--- src/rtl/ttt2_ser_pkg.sv ---
`default_nettype none
// ============================================================================
// Module   : ttt2_ser_pkg
// Purpose  : Shared constants, state encoding and helpers for the ttt2
//            response-vector serialiser.
// Revision : 1.0 - initial release
// ============================================================================
package ttt2_ser_pkg;

  // Default parallel vector width (z..t0 of the ttt2 output set)
  localparam int DEF_WIDTH = 21;
  // Default number of clock cycles per serial bit
  localparam int DEF_DIV   = 4;

  // Frame sequencer states
  typedef enum logic [2:0] {
    IDLE   = 3'd0,
    START  = 3'd1,
    DATA   = 3'd2,
    PARITY = 3'd3,
    STOP   = 3'd4
  } ser_state_t;

  // Counter width able to hold 0..n-1, never narrower than one bit
  function automatic int min1_clog2(input int n);
    return (n > 1) ? $clog2(n) : 1;
  endfunction

endpackage
`default_nettype wire

--- src/rtl/ttt2_bit_timer.sv ---
`default_nettype none
// ============================================================================
// Module   : ttt2_bit_timer
// Purpose  : Bit-period counter. Counts 0..DIV-1 and wraps; tick is high on
//            the last cycle of each bit period. clear holds the count at 0.
// Revision : 1.0 - initial release
// ============================================================================
module ttt2_bit_timer
  import ttt2_ser_pkg::*;
#(
  parameter int DIV = DEF_DIV
) (
  input  logic clock,
  input  logic reset_n,
  input  logic clear,
  output logic tick
);

  localparam int            CW   = min1_clog2(DIV);
  localparam logic [CW-1:0] LAST = CW'(DIV - 1);

  logic [CW-1:0] r_count;

  // Free-running period counter, restarted by clear and wrapping at DIV-1
  always_ff @(posedge clock or negedge reset_n) begin
    if (!reset_n) begin
      r_count <= '0;
    end else if (clear || (r_count == LAST)) begin
      r_count <= '0;
    end else begin
      r_count <= r_count + 1'b1;
    end
  end

  // With DIV=1 the count is pinned at 0, so every cycle ends a bit period
  assign tick = (r_count == LAST);

endmodule
`default_nettype wire

--- src/rtl/ttt2_vec_ser.sv ---
`default_nettype none
// ============================================================================
// Module   : ttt2_vec_ser
// Purpose  : Serialises a WIDTH-bit response vector as
//            start(0) / data LSB-first / even parity / stop(1),
//            each bit held for DIV clock cycles. The line idles high.
// Revision : 1.0 - initial release
// ============================================================================
module ttt2_vec_ser
  import ttt2_ser_pkg::*;
#(
  parameter int WIDTH = DEF_WIDTH,
  parameter int DIV   = DEF_DIV
) (
  input  logic             clock,
  input  logic             reset_n,
  input  logic [WIDTH-1:0] din,
  input  logic             din_valid,
  output logic             din_ready,
  output logic             txd,
  output logic             busy,
  output logic             frame_done
);

  localparam int            IW       = min1_clog2(WIDTH);
  localparam logic [IW-1:0] LAST_BIT = IW'(WIDTH - 1);

  ser_state_t       r_state;
  logic [WIDTH-1:0] r_shift;
  logic [IW-1:0]    r_bit_idx;
  logic             r_parity;
  logic             r_ready;
  logic             w_tick;
  logic             w_clear;

  // The timer is held in reset while idle so START always sees a full period
  assign w_clear = (r_state == IDLE);

  ttt2_bit_timer #(
    .DIV (DIV)
  ) u_bit_timer (
    .clock   (clock),
    .reset_n (reset_n),
    .clear   (w_clear),
    .tick    (w_tick)
  );

  // Frame sequencer: captures the vector on accept and walks the frame slots
  always_ff @(posedge clock or negedge reset_n) begin
    if (!reset_n) begin
      r_state   <= IDLE;
      r_shift   <= '0;
      r_bit_idx <= '0;
      r_parity  <= 1'b0;
      r_ready   <= 1'b0;
    end else begin
      case (r_state)
        IDLE: begin
          // r_ready is low for the first cycle after reset, so no accept there
          if (din_valid && r_ready) begin
            r_shift   <= din;
            r_parity  <= ^din;
            r_bit_idx <= '0;
            r_ready   <= 1'b0;
            r_state   <= START;
          end else begin
            r_ready   <= 1'b1;
          end
        end
        START: begin
          if (w_tick) begin
            r_state <= DATA;
          end
        end
        DATA: begin
          if (w_tick) begin
            r_shift <= r_shift >> 1;
            if (r_bit_idx == LAST_BIT) begin
              r_state <= PARITY;
            end else begin
              r_bit_idx <= r_bit_idx + 1'b1;
            end
          end
        end
        PARITY: begin
          if (w_tick) begin
            r_state <= STOP;
          end
        end
        STOP: begin
          if (w_tick) begin
            r_state <= IDLE;
            r_ready <= 1'b1;
          end
        end
        default: begin
          r_state <= IDLE;
          r_ready <= 1'b0;
        end
      endcase
    end
  end

  // Line level decoded purely from state registers (no path from din/din_valid)
  always_comb begin
    txd = 1'b1;
    case (r_state)
      START:   txd = 1'b0;
      DATA:    txd = r_shift[0];
      PARITY:  txd = r_parity;
      default: txd = 1'b1;
    endcase
  end

  assign din_ready  = r_ready;
  assign busy       = (r_state != IDLE);
  assign frame_done = (r_state == STOP) && w_tick;

endmodule
`default_nettype wire

--- config.mk ---
export PLATFORM = sky130hd
export DESIGN_NAME = ttt2_vec_ser
export DESIGN_NICKNAME = d
export VERILOG_FILES = /design/src/rtl/ttt2_ser_pkg.sv /design/src/rtl/ttt2_bit_timer.sv /design/src/rtl/ttt2_vec_ser.sv
export SDC_FILE = /design/constraint.sdc
export NUM_CORES = 1
export LEC_CHECK = 0
export BUFFER_PORTS_ARGS = -buffer_cell sky130_fd_sc_hd__buf_4
export CAP_MARGIN = 20
export CORE_MARGIN = 1
export CORE_UTILIZATION = 40
export DETAILED_ROUTE_END_ITERATION = 10
export PLACE_DENSITY = 0.6
export SLEW_MARGIN = 20
export SYNTH_ARGS = -nofsm -noshare
export SYNTH_HDL_FRONTEND = slang
export SYNTH_SLANG_ARGS = --single-unit
--- constraint.sdc ---
create_clock -name clock -period 1.9 [get_ports clock]
set_clock_uncertainty 0.15 [all_clocks]
set_input_delay 0.38 -clock clock [delete_from_list [all_inputs] [get_ports clock]]
set_output_delay 0.38 -clock clock [all_outputs]
set_load 0.005 [all_outputs]
* Word-level counts from Yosys, hierarchy flattened
Index checks and enable logic that the tools add are counted.
** Word-level totals
- Register bits :: 33
- Bits of input ports :: 24
- Output and inout bits :: 4
- Logic and storage cells :: 54
** Operators by class
- Add/subtract/negate cells :: 2
- Equal/unequal tests :: 13
- Mux-type cells :: 19
- Bitwise gates (word level) :: 1
- Reduce and logical (&&, ||, !) cells :: 13
** Operators by type and width (number)
- two-way mux 21 bit :: 2
- one-hot mux 21 bit (2 select lines) :: 1
- parity 21 bit :: 1
- two-way mux 3 bit :: 6
- two-way mux 5 bit :: 3
- one-hot mux 3 bit (5 select lines) :: 1
- inequality test 2 bit, second input constant :: 7
- one-hot mux 5 bit (2 select lines) :: 1
- equality test 3 x 2 -> 1 bit, second input constant :: 2
- one-hot mux 1 bit (3 select lines) :: 2
- AND reduction 6 bit :: 1
- adder 5 x 1 -> 5 bit, second input constant :: 1
- equality test 5 bit, second input constant :: 1
- AND reduction 2 bit :: 2
- AND reduction 4 bit :: 1
- equality test 3 x 1 -> 1 bit, second input constant :: 1
- equality test 3 bit, second input constant :: 1
- zero test 3 bit :: 1
- AND reduction 3 bit :: 1
- nonzero test 3 bit :: 1
- OR reduction 3 bit :: 1
- adder 2 x 1 -> 2 bit, second input constant :: 1
- equality test 2 bit, second input constant :: 1
- logical AND 1 bit :: 2
- other kinds (5) :: 6

* Longest topological paths before layout
Gate-level depths: netlist of run 1.
- Depth after elaboration :: 4
- Mapped depth :: 8
- Gate-level depth less buffers :: 7

* Modules after synthesis
From an unflattened synthesis of run 1, not the netlist that was laid out.
** Second synthesis, totals
- Cells, all modules :: 175
- Area, all modules :: 1770.4 um2
** By module, submodules not included
- ttt2_vec_ser :: times used 1, cells an instance 170, area an instance 1685.4 um2
- ttt2_bit_timer :: times used 1, cells an instance 5, area an instance 85.1 um2

* Worst setup path after synthesis of run 1
Ideal clock, no wire load.
- Kind :: in2reg
- Start :: in din[4]
- End :: reg r_parity
- Setup time :: 0.125 ns
- Data arrival time :: 1.471 ns
- Required time :: 1.625 ns
- Path slack :: 0.154 ns
- Stages :: 5
- Path buffers :: 0
- Path through :: xor2_1 -> xnor2_1 -> xnor2_1 -> xnor3_1 -> mux2_4
** Between the ends
- Word-level cells in the longest chain between the ends :: 1
** Ends and longest elaborated chain
- start, declared :: line ttt2_vec_ser.sv:17 : input logic [WIDTH-1:0] din,
- parity 21 bit :: line ttt2_vec_ser.sv:62 : r_parity <= ^din;
- end signal, assigned :: line ttt2_vec_ser.sv:62
- end, declared :: line ttt2_vec_ser.sv:31 : logic r_parity;
Every way passes these cells.
A chain may end at the register's enable or synchronous reset.

* Final worst setup path of run 1
- Start :: reg r_state[2]
- End :: out busy
** Between the ends
- Word-level cells in the longest chain between the ends :: 1
** Ends and longest elaborated chain
- start, declared :: line ttt2_vec_ser.sv:28 : ser_state_t r_state;
- start signal, assigned :: line ttt2_vec_ser.sv:51 : r_state <= IDLE;
- start signal, assigned :: line ttt2_vec_ser.sv:65 : r_state <= START;
- start signal, assigned :: line ttt2_vec_ser.sv:72 : r_state <= DATA;
- nonzero test 3 bit :: line ttt2_vec_ser.sv:116 : assign busy = (r_state != IDLE);
- end, declared :: line ttt2_vec_ser.sv:21 : output logic busy,
Every way passes these cells.

==> impl_metrics.json, run 1 <==
{
  "max_slew_margin_pct": 70.5,
  "core-area_mm2": 0.00438,
  "antenna_found_initial": 0,
  "ant_nets": 0,
  "max_freq_mhz": 538,
  "gr-total-overflow": 0,
  "status": "finished, final reports clean",
  "dieWidth_um": 69.7,
  "dp.cells": 263,
  "worstHoldStart": "din[20]",
  "cp-start-kind": "flop",
  "track_usage_pct": 17.2,
  "grt_pass1_wl_mm": 6.55,
  "first_global_vias": 1496,
  "path_class": "flop to primary output",
  "start_util_pct": 41.8,
  "wl_mm": 3.89,
  "drv_slew": 0,
  "p_per_area_mw_per_mm2": 1310,
  "drtIter0Drc": 46,
  "numCtsBuffers": 5,
  "dieHeight_um": 69.7,
  "final_cells": 272,
  "io_pins": 28,
  "reg2reg_to": "r_parity",
  "synth_edf_count": 0,
  "synthTopCellsByCount": "dfrtp_1, o21ai_0, nand2_1, mux2i_1, xnor2_1",
  "crit_required_ns": 1.37,
  "die-area_mm2": 0.00486,
  "vdd_drop_max_mv": 0.606,
  "yosysSeqAreaShare_pct": 45.1,
  "viasPerCell": 5.24,
  "syn_nets": 216,
  "gp_congestion": 0.733,
  "p_sw_share_pct": 36.2,
  "finalSetupViolations": 0,
  "wl_per_cell_um": 14.3,
  "rsz0062_at_grt": "no",
  "first_pass_iters": 4,
  "portBuffers": 27,
  "r2r_setup_slack_ns": 0.14,
  "h-tree-depth": 2,
  "maxCapViolations": 0,
  "synth.largest_area_cell": "dfrtp_1",
  "netlist_top_cells_area": "dfrtp_1, mux2i_1, xnor2_1, o21ai_0, nand2_1",
  "reg2reg_depth": 4,
  "netlist.area_leader.share_pct": 45.1,
  "cts.clk_slew.worst_paths_ns": 0.06,
  "p_leak_nw": 1.01,
  "period_needed_ns": 1.86,
  "cts_tree": "done",
  "grt_max_degree": 42,
  "vias": 1426,
  "whs_ns": 0.206,
  "hold_class": "input port to flop",
  "p_int_mw": 1.88,
  "startpoint": "r_state[2]",
  "drc": 0,
  "area_growth_pct": 22.2,
  "fin_crit_sh_pct": 97.8,
  "yosysWarnings": 0,
  "ys_ff_latch": 33,
  "endpoint_kind": "primary output",
  "r2r-start": "r_state[2]",
  "synth_cells": 188,
  "synth.avg_cell_area_um2": 9.75,
  "drive_gt1_share_pct": 22.7,
  "hold_viol_final": 0,
  "synth_top_flop_cell": "dfrtp_1",
  "synth_most_common_cell": "dfrtp_1",
  "row_count": 24,
  "insertion_delay_ns": 0.28,
  "pwr-share-clk_pct": 16.1,
  "placed_area_mm2": 0.00214,
  "root_buffer": "clkbuf_8",
  "crit_path_end": "busy",
  "clock-sinks": 33,
  "diodes": 0,
  "seq_power_share_pct": 40.5,
  "comb_power_share_pct": 43.4,
  "p_switching_mw": 1.06,
  "async_flop_share_pct": 100,
  "dpl.hpwl_mm": 2.78,
  "synth_cell_types": 30,
  "cp.arrival_ns": 1.33,
  "clk_path_buf_depth": 2,
  "final_area_mm2": 0.00224,
  "path_max_fanout": 11,
  "nNetsFinal": 249,
  "synthesis.area_mm2": 0.00183,
  "tightest_slew_ns": 0.442
}
-- layout make-up --
class | count | area [um^2]
Fill cell | 408 | 2140
Inverter | 5 | 18.8
Tap cell | 52 | 65.1
Multi-Input combinational cell | 138 | 943
Clock buffer | 5 | 68.8
Sequential cell | 33 | 828
Clock inverter | 1 | 5.00
Timing Repair Buffer | 38 | 310
-- cells in the final DEF (no fill, tap or decap), types with 3 or more instances in the layout --
master	count
a21oi_1	3
a22o_1	3
and3_1	3
buf_4	34
clkbuf_8	5
dfrtp_1	31
ha_1	3
inv_1	5
mux2i_1	20
nand2_1	25
nor2_1	8
nor3_1	4
o21ai_0	26
xnor2_1	17
xor2_1	4
-- sequential cells by signal, indices dropped and copies added (netlist names) --
register / cells
din_ready: 1
r_bit_idx: 5
r_parity: 1
r_shift: 21
r_state: 3
u_bit_timer.r_count: 2
-- worst max-delay path, stage by stage, from the launching register on --
cell and delay [ns]:
dfrtp_1 0.49, or3_1 0.40, buf_4 0.15
-- what timing repair did --
item,CTS,global route
hold buffers,1,0
setup endpoints to repair,2,4
resized for setup,2,2
buffers inserted,0,2
endpoints found under the hold margin,33,0
-- metal layers --
layer	track usage (%)	share of wire, %
met1	20.0	44
met2	30.7	51
met3	4.22	3.9
met4	6.00	1.4
met5	0	0
-- power groups by stage --
stage | registers, mW | logic, mW | clock network (mW)
after floorplan | 1.11 | 0.909 | 0
after global placement | 1.19 | 1.19 | 0
after detailed placement | 1.20 | 1.25 | 0
after CTS | 1.19 | 1.25 | 0.493
after global routing | 1.23 | 1.45 | 0.525
final | 1.19 | 1.28 | 0.475
-- stage by stage --
stage          utilization (%)  setup slack (ns)  total power, mW  setup TNS, ns
6_report                  51.1            0.0421             2.94              0
5_1_grt                   51.1            0.0113             3.20              0
4_1_cts                   50.7            0.0236             2.94              0
3_5_place_dp              48.7           -0.0421             2.45        -0.0421
3_3_place_gp              48.7           -0.0518             2.38        -0.0518
2_1_floorplan                -             0.154             2.02              0
-- cells by family after synthesis --
group / Yosys count / synth area share [%]
and+or+nand+nor: 51 / 12.6
AOI/OAI and AO/OA: 40 / 12.6
DFF: 33 / 45.1
xor gates and xnor gates: 22 / 11.3
muxes: 21 / 11.7
buffers and inverters: 17 / 4.03
adders and majority gates: 4 / 2.73
-- worst min-delay path by stage --
| stage | endpoint | cells past startpoint | slack (ns) |
|---|---|---|---|
| floorplan | din_ready | 0 | -0.07 |
| global placement | din_ready | 1 | 0.20 |
| detailed placement | r_state[2] | 1 | 0.21 |
| CTS | r_shift[20] | 2 | 0.20 |
| global route | r_shift[20] | 2 | 0.21 |
| finish | r_shift[20] | 2 | 0.21 |
Power figures use the tool's default switching activity.
==> run 2, diff against run 1 <==
--- a/config.mk
+++ b/config.mk
@@ -5,12 +5,12 @@
 export SDC_FILE = /design/constraint.sdc
 export NUM_CORES = 1
 export LEC_CHECK = 0
-export BUFFER_PORTS_ARGS = -buffer_cell sky130_fd_sc_hd__buf_4
 export CAP_MARGIN = 20
 export CORE_MARGIN = 1
 export CORE_UTILIZATION = 40
 export DETAILED_ROUTE_END_ITERATION = 10
-export PLACE_DENSITY = 0.6
+export DONT_BUFFER_PORTS = 1
+export PLACE_DENSITY = 0.54
 export SLEW_MARGIN = 20
 export SYNTH_ARGS = -nofsm -noshare
 export SYNTH_HDL_FRONTEND = slang
==> run 2 against run 1 <==
Compared with the run above:
- register-to-register slack got worse by 0.10 ns
- design area fell by 3.9%
- worst setup slack got worse by 0.0040 ns
- sequential share of layout area rose by 1.4 points
==> impl_metrics.json, run 2 (synthesis gave the netlist of run 1 again) <==
{
  "period_needed_ns": 1.86,
  "max_freq_mhz": 537,
  "cp-start-kind": "flop",
  "clk_path_buf_depth": 2,
  "p_switching_mw": 1.07,
  "final_common_cell": "dfrtp_1",
  "h-tree-depth": 2,
  "hold_viol_final": 0,
  "io_pins": 28,
  "ant_nets": 0,
  "slowest_stage": "dfrtp_1",
  "vias": 1351,
  "p_per_area_mw_per_mm2": 1430,
  "grt_max_degree": 42,
  "cts.clk_slew.worst_paths_ns": 0.07,
  "comb_power_share_pct": 39.6,
  "vdd_drop_max_mv": 0.638,
  "top_regs": "r_shift (21), r_bit_idx (5), r_state (3)",
  "wl_mm": 3.77,
  "viasPerCell": 5.34,
  "regMostFlops": "r_shift",
  "drc": 0,
  "pwr-share-clk_pct": 21.9,
  "path_max_fanout": 4,
  "fillers": 405,
  "die-area_mm2": 0.00486,
  "max_slew_margin_pct": 79.5,
  "fin_crit_sh_pct": 98.0,
  "finalSetupViolations": 0,
  "wl_per_cell_um": 14.9,
  "area_growth_pct": 17.4,
  "cts_tree": "done",
  "first_global_vias": 1356,
  "maxCapViolations": 0,
  "root_buffer": "clkbuf_8",
  "seq_power_share_pct": 38.5,
  "cpLargestDelayFamily": "compound AO/OA/AOI/OAI gates",
  "path_class": "flop to flop",
  "drive_gt1_share_pct": 14.4,
  "diodes": 0,
  "row_count": 24,
  "tightest_slew_ns": 0.305,
  "nNetsFinal": 228,
  "antenna_found_initial": 0,
  "post-place-ws_ns": -0.0166,
  "status": "finished, final reports clean",
  "drv_slew": 0,
  "first_pass_iters": 5,
  "critPathMaxStageDelay_ns": 0.39,
  "crit_buf_inv": 2,
  "dieWidth_um": 69.7,
  "hold_class": "input port to flop",
  "dieHeight_um": 69.7,
  "clock-sinks": 33,
  "final_cell_mix": "dfrtp_1, o21ai_0, nand2_1",
  "cp.arrival_ns": 1.88,
  "seq_area_um2": 827,
  "final_area_mm2": 0.00215,
  "numCtsBuffers": 5,
  "gr-total-overflow": 0,
  "crit_chain": "inv_1 > ha_1 > nand4b_1 > buf_4 > o211ai_1 > o21ai_0 > a22o_1",
  "largest_reg_flops": 21,
  "portBuffers": 0,
  "dpl.hpwl_mm": 2.61,
  "insertion_delay_ns": 0.28,
  "track_usage_pct": 16.7,
  "fin_ws_ns": 0.0381,
  "p_sw_share_pct": 34.6,
  "crit_required_ns": 1.92,
  "drtIter0Drc": 38,
  "p_leak_nw": 0.934,
  "core-area_mm2": 0.00438,
  "p_int_mw": 2.02,
  "endpoint_kind": "flop",
  "grt_pass1_wl_mm": 6.21,
  "start_util_pct": 41.8,
  "gp_congestion": 0.786,
  "placed_area_mm2": 0.00195,
  "multiInputGateArea_um2": 957
}
run 2: final cells by class:
class,count,area share (%)
Multi-Input combinational cell,138,44.5
Sequential cell,33,38.4
Timing Repair Buffer,17,7.79
Clock buffer,7,4.01
Tap cell,52,3.02
Clock inverter,1,1.40
Inverter,5,0.872
run 2: what timing repair did:
item                                    in CTS  in global routing
hold endpoints to repair                    33                  0
hold buffers                                 2                  0
gates resized for setup                      1                  3
endpoints found under the setup margin       2                 13
pin swaps                                    0                  1
setup buffers                                0                  5
run 2: worst paths after layout:
kind / depth (start not counted) / end / slack [ns] / startpoint
min reg2reg: 1 / u_bit_timer.r_count[0] / 0.32 / u_bit_timer.r_count[0]
min: 1 / r_shift[20] / 0.09 / din[20]
max reg2reg: 7 / r_bit_idx[0] / 0.04 / r_bit_idx[0]
max: 7 / r_bit_idx[0] / 0.04 / r_bit_idx[0]
max in group asynchronous: 2 / r_state[1] / 1.00 / reset_n
min in group asynchronous: 2 / r_state[2] / 0.42 / reset_n
run 2: worst reg2reg max path: stages, from the launching register on:
cell	delay (ns)
dfrtp_1	0.39
inv_1	0.11
ha_1	0.17
nand4b_1	0.22
buf_4	0.22
o211ai_1	0.18
o21ai_0	0.13
a22o_1	0.19
run 2: power groups by stage:
stage / clock [mW] / combinational, mW / sequential [mW]
after floorplan: 0 / 0.909 / 1.11
after global placement: 0 / 1.12 / 1.18
after detailed placement: 0 / 1.16 / 1.20
after CTS: 0.700 / 1.20 / 1.19
after global routing: 0.736 / 1.37 / 1.23
final: 0.675 / 1.22 / 1.19
run 2: through the flow:
step                std cells  hold WS (ns)  util [%]  TNS, ns  power, mW
floorplan                 188       -0.0656         -        0       2.02
global placement          238       -0.0645      44.4        0       2.30
detailed placement        238       -0.0645      44.4  -0.0166       2.36
CTS                       248        0.0800      47.9        0       3.08
global route              253        0.0830      49.1  -0.0738       3.34
finish                    253        0.0891      49.1        0       3.09
run 2: per-layer routing:
metal | part of all wire (%) | GRT usage [%] | wire [um]
met1 | 43 | 19.4 | 1630
met4 | 1.2 | 6.00 | 44
met2 | 50 | 28.5 | 1880
met5 | 0 | 0 | 0
met3 | 5.9 | 5.81 | 221
